## src/rtl/pixel_plot_sink.sv

```systemverilog
// pixel_plot_sink
// Receiving end of the pixel plot interface. Single-cycle plot requests are
// queued in a small FIFO and then written into a 160x120x3 single-port
// framebuffer. Display reads share the memory port and always win. A clear
// engine fills the whole screen with one colour. Plots that arrive during a
// clear are queued, and they drain after the clear so they land on top of it.
//
// Ports
//   clk           system clock, rising edge
//   rst           asynchronous active-low reset
//   plotEn        pixel write request (no backpressure)
//   x, y          pixel column (0..159) and row (0..119)
//   colour        pixel colour
//   clear_start   start a full-screen clear (ignored while clearing)
//   clear_colour  fill colour, captured when the clear starts
//   rd_req        display read request (highest priority)
//   rd_addr       display read address
//   fb_addr       framebuffer address     (combinational)
//   fb_data       framebuffer write data  (combinational)
//   fb_wren       framebuffer write enable (combinational)
//   fifo_full     FIFO holds DEPTH entries (registered)
//   busy          FIFO non-empty or clearing (registered)
//   clear_done    one-cycle pulse after the last clear write (registered)
//   dropped       saturating count of discarded plots (registered)
module pixel_plot_sink #(
  parameter int DEPTH = 8
) (
  input  logic        clk,
  input  logic        rst,
  input  logic        plotEn,
  input  logic [7:0]  x,
  input  logic [6:0]  y,
  input  logic [2:0]  colour,
  input  logic        clear_start,
  input  logic [2:0]  clear_colour,
  input  logic        rd_req,
  input  logic [14:0] rd_addr,
  output logic [14:0] fb_addr,
  output logic [2:0]  fb_data,
  output logic        fb_wren,
  output logic        fifo_full,
  output logic        busy,
  output logic        clear_done,
  output logic [7:0]  dropped
);

  localparam int AW = (DEPTH > 1) ? $clog2(DEPTH) : 1;
  localparam logic [AW:0]  DEPTH_CNT = (AW+1)'(DEPTH);
  localparam logic [14:0]  LAST_ADDR = 15'd19199;

  typedef enum logic {
    ST_DRAIN = 1'b0,
    ST_CLEAR = 1'b1
  } state_e;

  state_e        state_q, state_d;
  logic [17:0]   fifo_mem_q [DEPTH];
  logic [AW-1:0] wr_ptr_q, rd_ptr_q;
  logic [AW:0]   count_q, count_d;
  logic [14:0]   clr_cnt_q, clr_cnt_d;
  logic [2:0]    clr_col_q, clr_col_d;
  logic          fifo_full_q, busy_q, clear_done_q, clear_done_d;
  logic [7:0]    dropped_q, dropped_d;

  logic [14:0]   plot_addr_s;
  logic          in_range_s, fifo_empty_s, fifo_full_s;
  logic          push_s, pop_s, drop_s;
  logic [17:0]   head_s;

  // y*160 + x, formed as (y<<7) + (y<<5) + x so no multiplier is needed
  assign plot_addr_s  = {1'b0, y, 7'd0} + {3'd0, y, 5'd0} + {7'd0, x};
  assign in_range_s   = (x < 8'd160) && (y < 7'd120);
  assign fifo_empty_s = (count_q == '0);
  assign fifo_full_s  = (count_q == DEPTH_CNT);
  assign head_s       = fifo_mem_q[rd_ptr_q];

  // A full FIFO still accepts a plot when the head pops on the same edge
  assign push_s = plotEn && in_range_s && (!fifo_full_s || pop_s);
  assign drop_s = plotEn && !push_s;

  // Next state, framebuffer port mux and clear counter
  always_comb begin
    state_d      = state_q;
    clr_cnt_d    = clr_cnt_q;
    clr_col_d    = clr_col_q;
    clear_done_d = 1'b0;
    pop_s        = 1'b0;
    fb_addr      = 15'd0;
    fb_data      = 3'd0;
    fb_wren      = 1'b0;
    case (state_q)
      ST_DRAIN: begin
        if (rd_req) begin
          fb_addr = rd_addr;
        end else if (!fifo_empty_s) begin
          fb_addr = head_s[17:3];
          fb_data = head_s[2:0];
          fb_wren = 1'b1;
          pop_s   = 1'b1;
        end else begin
          fb_wren = 1'b0;
        end
        if (clear_start) begin
          state_d   = ST_CLEAR;
          clr_col_d = clear_colour;
          clr_cnt_d = 15'd0;
        end else begin
          state_d = ST_DRAIN;
        end
      end
      ST_CLEAR: begin
        if (rd_req) begin
          // Reads stall the sweep; the counter holds
          fb_addr = rd_addr;
        end else begin
          fb_addr = clr_cnt_q;
          fb_data = clr_col_q;
          fb_wren = 1'b1;
          if (clr_cnt_q == LAST_ADDR) begin
            state_d      = ST_DRAIN;
            clear_done_d = 1'b1;
          end else begin
            clr_cnt_d = clr_cnt_q + 15'd1;
          end
        end
      end
      default: begin
        state_d = ST_DRAIN;
      end
    endcase
  end

  // FIFO occupancy and saturating drop counter
  always_comb begin
    count_d = count_q + (AW+1)'(push_s) - (AW+1)'(pop_s);
    if (drop_s && (dropped_q != 8'hFF)) begin
      dropped_d = dropped_q + 8'd1;
    end else begin
      dropped_d = dropped_q;
    end
  end

  // FIFO storage; contents are don't-care while the pointers say empty
  always_ff @(posedge clk) begin
    if (push_s) begin
      fifo_mem_q[wr_ptr_q] <= {plot_addr_s, colour};
    end
  end

  // Control state, pointers and registered status outputs
  always_ff @(posedge clk or negedge rst) begin
    if (!rst) begin
      state_q      <= ST_DRAIN;
      wr_ptr_q     <= '0;
      rd_ptr_q     <= '0;
      count_q      <= '0;
      clr_cnt_q    <= 15'd0;
      clr_col_q    <= 3'd0;
      fifo_full_q  <= 1'b0;
      busy_q       <= 1'b0;
      clear_done_q <= 1'b0;
      dropped_q    <= 8'd0;
    end else begin
      state_q      <= state_d;
      if (push_s) wr_ptr_q <= wr_ptr_q + AW'(1);
      if (pop_s)  rd_ptr_q <= rd_ptr_q + AW'(1);
      count_q      <= count_d;
      clr_cnt_q    <= clr_cnt_d;
      clr_col_q    <= clr_col_d;
      fifo_full_q  <= (count_d == DEPTH_CNT);
      busy_q       <= (count_d != '0) || (state_d == ST_CLEAR);
      clear_done_q <= clear_done_d;
      dropped_q    <= dropped_d;
    end
  end

  assign fifo_full  = fifo_full_q;
  assign busy       = busy_q;
  assign clear_done = clear_done_q;
  assign dropped    = dropped_q;

endmodule

```

## config.mk

```make
export PLATFORM = sky130hd
export DESIGN_NAME = pixel_plot_sink
export DESIGN_NICKNAME = d
export VERILOG_FILES = /design/src/rtl/pixel_plot_sink.sv
export SDC_FILE = /design/constraint.sdc
export NUM_CORES = 1
export LEC_CHECK = 0
export CAP_MARGIN = 10
export CORE_MARGIN = 1.5
export CORE_UTILIZATION = 55
export DETAILED_ROUTE_END_ITERATION = 12
export PLACE_DENSITY = 0.76
export SLEW_MARGIN = 10
export SYNTH_ARGS = -nofsm -noshare
export SYNTH_HDL_FRONTEND = slang
export SYNTH_SLANG_ARGS = --single-unit
export TNS_END_PERCENT = 100
```

## constraint.sdc

```tcl
create_clock -name clk -period 4.09 [get_ports clk]
set_input_delay 0.818 -clock clk [delete_from_list [all_inputs] [get_ports clk]]
set_output_delay 0.818 -clock clk [all_outputs]
set_load 0.01 [all_outputs]
```

==> flow_metrics.py, run 1 <==
metrics = {
    "status": {
        "status": "finished clean",
    },
    "hold_path": {
        "hp-start": "clr_col_q[2]",
        "hp-class": "flop to flop",
    },
    "layout": {
        "regArea_sq_mm": 0.00533,
        "final_nets": 662,
        "antenna_cells": 0,
        "drive_above_1_share_pct": 15.6,
        "finish.utilization_pct": 67.0,
        "layout_commonest_cell": "edfxtp_1",
        "fill_cells": 925,
        "multiInputGateArea_sq_mm": 0.00269,
        "areaGrowthSynthToFinish_pct": 19.0,
        "final_cell_mix": "edfxtp_1 (144), clkdlybuf4s50_1 (69), nand2_1 (39), dfrtp_1 (39), mux4_2 (36)",
    },
    "sta": {
        "tns_ns": 0,
        "period_share_pct": 89.8,
        "finalSetupViolCount": 0,
        "max-slew-margin-rel_pct": 39.2,
        "clock_skew_ns": 0.0101,
        "rsz0062_at_grt": "no",
        "worst_pin_slew_ns": 0.912,
        "achievable-frequency_mhz": 272,
        "hold_violations": 0,
        "slew_violations": 0,
        "min_period_ns": 3.67,
    },
    "synth": {
        "synth_cells": 515,
        "synth_edf_count": 144,
        "syn_area_sq_mm": 0.00816,
        "yosys_warnings": 0,
        "ys_ff_latch": 184,
        "synthFlopType": "edfxtp_1",
        "syn_area_per_cell_sq_um": 15.8,
        "synth_fp_nets": 582,
        "ys_types": 53,
        "synthArstFlopShare_pct": 21.7,
        "yosysSeqAreaShare_pct": 65.3,
    },
    "worst_setup_path": {
        "crit_start": "rd_ptr_q[0]",
        "arrival_ns": 2.85,
        "crit_path_end_kind": "output port",
        "start_kind": "flop",
        "worstPathMaxFanout": 30,
        "reg2reg_from": "count_q[2]",
        "cp.required_ns": 3.27,
        "path_class": "flop to output port",
    },
    "die": {
        "dieArea_sq_mm": 0.0156,
        "io_pins": 71,
        "die_y_um": 125,
        "core_area_sq_mm": 0.0145,
        "start_util_pct": 56.3,
        "die_w_um": 125,
        "rows": 44,
    },
    "clocking": {
        "clk_pin_slew_worst_paths_ns": 0.08,
        "cts_tree": "built",
        "clock_latency_ns": 0.43,
        "cts_resized": 0,
        "cts-root-buf": "clkbuf_16",
        "post_cts_buffers": 0,
        "clk_path_buf_depth": 2,
        "h-tree-depth": 4,
        "hold_buffers": 0,
        "cts.sinks": 184,
        "numCtsBuffers": 17,
    },
    "placed_design": {
        "io_buffers": 70,
        "place_congestion": 0.831,
        "hpwl_mm": 10.7,
    },
    "pwr": {
        "vdd_drop_max_mv": 0.352,
        "p_leak_nw": 3.49,
        "powerDensity_mw_per_mm2": 537,
    },
    "route": {
        "wl_per_cell_um": 21.0,
        "first_iter_violations": 435,
        "drc_errors": 0,
        "vias": 4801,
        "vias_per_cell": 6.06,
        "route.antenna.remaining_nets": 0,
        "drt_wl_total_mm": 16.7,
        "first_pass_iters": 5,
    },
    "global_route": {
        "met1_usage_pct": 27.9,
        "grt_use_met2_pct": 38.6,
        "antenna_found_initial": 0,
        "grt_pass1_wl_mm": 26.3,
        "busiest_layer": "met2",
        "grt_pass1_vias": 4887,
        "met3_usage_pct": 5.58,
        "overflow": 0,
        "grt_max_degree": 41,
        "track_usage_pct": 22.4,
    },
    "flow_run": {
        "cap_violations": 0,
    },
}
## per-layer routing
metal  wire length (um)  vias to the layer above  share of wire (%)
met5                  0                        -                  0
met4                274                        0                1.6
met3               1160                       26                7.0
met2               8640                      194                 52
met1               6590                     2407                 40
li1                   -                     2174                  -
## synthesized netlist by cell type (all sizes together) (10+ instances only)
library cell	n	area, sq um
o21ai	25	125
buf	10	53.8
nor2	18	67.6
nand4	13	81.3
edfxtp	144	4320
dfrtp	40	1000
nand2	40	153
inv	11	41.3
nand2b	10	65.1
mux2i	26	260
a21oi	10	50.1
clkbuf	13	48.8
and3	10	62.6
a22oi	15	113
mux4	36	811
xnor2	14	123
ha	23	288
## sequential cells by signal (all words and copies together) (netlist names)
name        flops
wr_ptr_q        3
dropped         8
busy            1
fifo_mem_q    144
rd_ptr_q        3
state_q         1
clear_done      1
clr_cnt_q      15
clr_col_q       3
fifo_full       1
count_q         4
## power by group
group | internal (mW) | total [mW] | switching, mW
Combinational | 0.530 | 1.11 | 0.576
Sequential | 2.32 | 2.48 | 0.163
Clock | 0.877 | 1.63 | 0.749
Total | 3.72 | 5.21 | 1.49
## metrics by stage
step	cell area [sq um]	hold WS, ns	power (mW)	worst slack, ns	std cells
6_report	9700	0.508	5.21	0.419	792
4_1_cts	9700	0.507	5.24	0.381	792
3_5_place_dp	9100	0.484	3.62	0.475	760
3_3_place_gp	9100	0.475	3.56	0.521	760
2_1_floorplan	8160	0.446	3.19	0.469	515
5_1_grt	9700	0.533	5.43	0.202	792
## kinds of logic (layout without fill, tap and decap cells)
kind of cell    after synthesis  after routing  share of synthesized area [%]
fa+ha+maj                    26             26                           4.27
mux                          64             64                           13.5
buf+inv                      34            127                           1.76
flops                       184            184                           65.3
xor+xnor                     17             17                           1.83
simple gates                121            121                           7.79
compound gates               69             69                           5.60
## final timing paths
path / end / slack, ns / cells after the start
hold reg to reg: clr_col_q[2] / 0.51 / 2
max in group asynchronous: rd_ptr_q[0] / 2.94 / 1
setup / recovery: fb_addr[12] / 0.42 / 5
min in group asynchronous: dropped[6] / 0.52 / 1
setup reg to reg: busy / 1.20 / 11
hold / removal: clr_col_q[2] / 0.51 / 2
## worst max-delay path: stages (launching register included)
cell             delay (ns)
dfrtp_2                0.56
buf_12                 0.29
mux4_2                 0.53
mux2i_1                0.34
o21ai_0                0.16
clkdlybuf4s50_1        0.51
## layout make-up
class                      instances  area share, %
multi-input combinational        297           27.7
inverter                          11          0.426
clock buffer                      17           4.38
tap                              184           2.37
timing repair buffer              84           8.38
sequential                       184           54.9
clock inverter                    15           1.81
Note: power is estimated with default switching activity, not from simulation.
==> run 2, diff against run 1 <==
Settings changed: GPL_ROUTABILITY_DRIVEN from default to 0.
==> results of run 2 <==
Same layout as run 1: the final DEF is identical, and so are final timing and power.
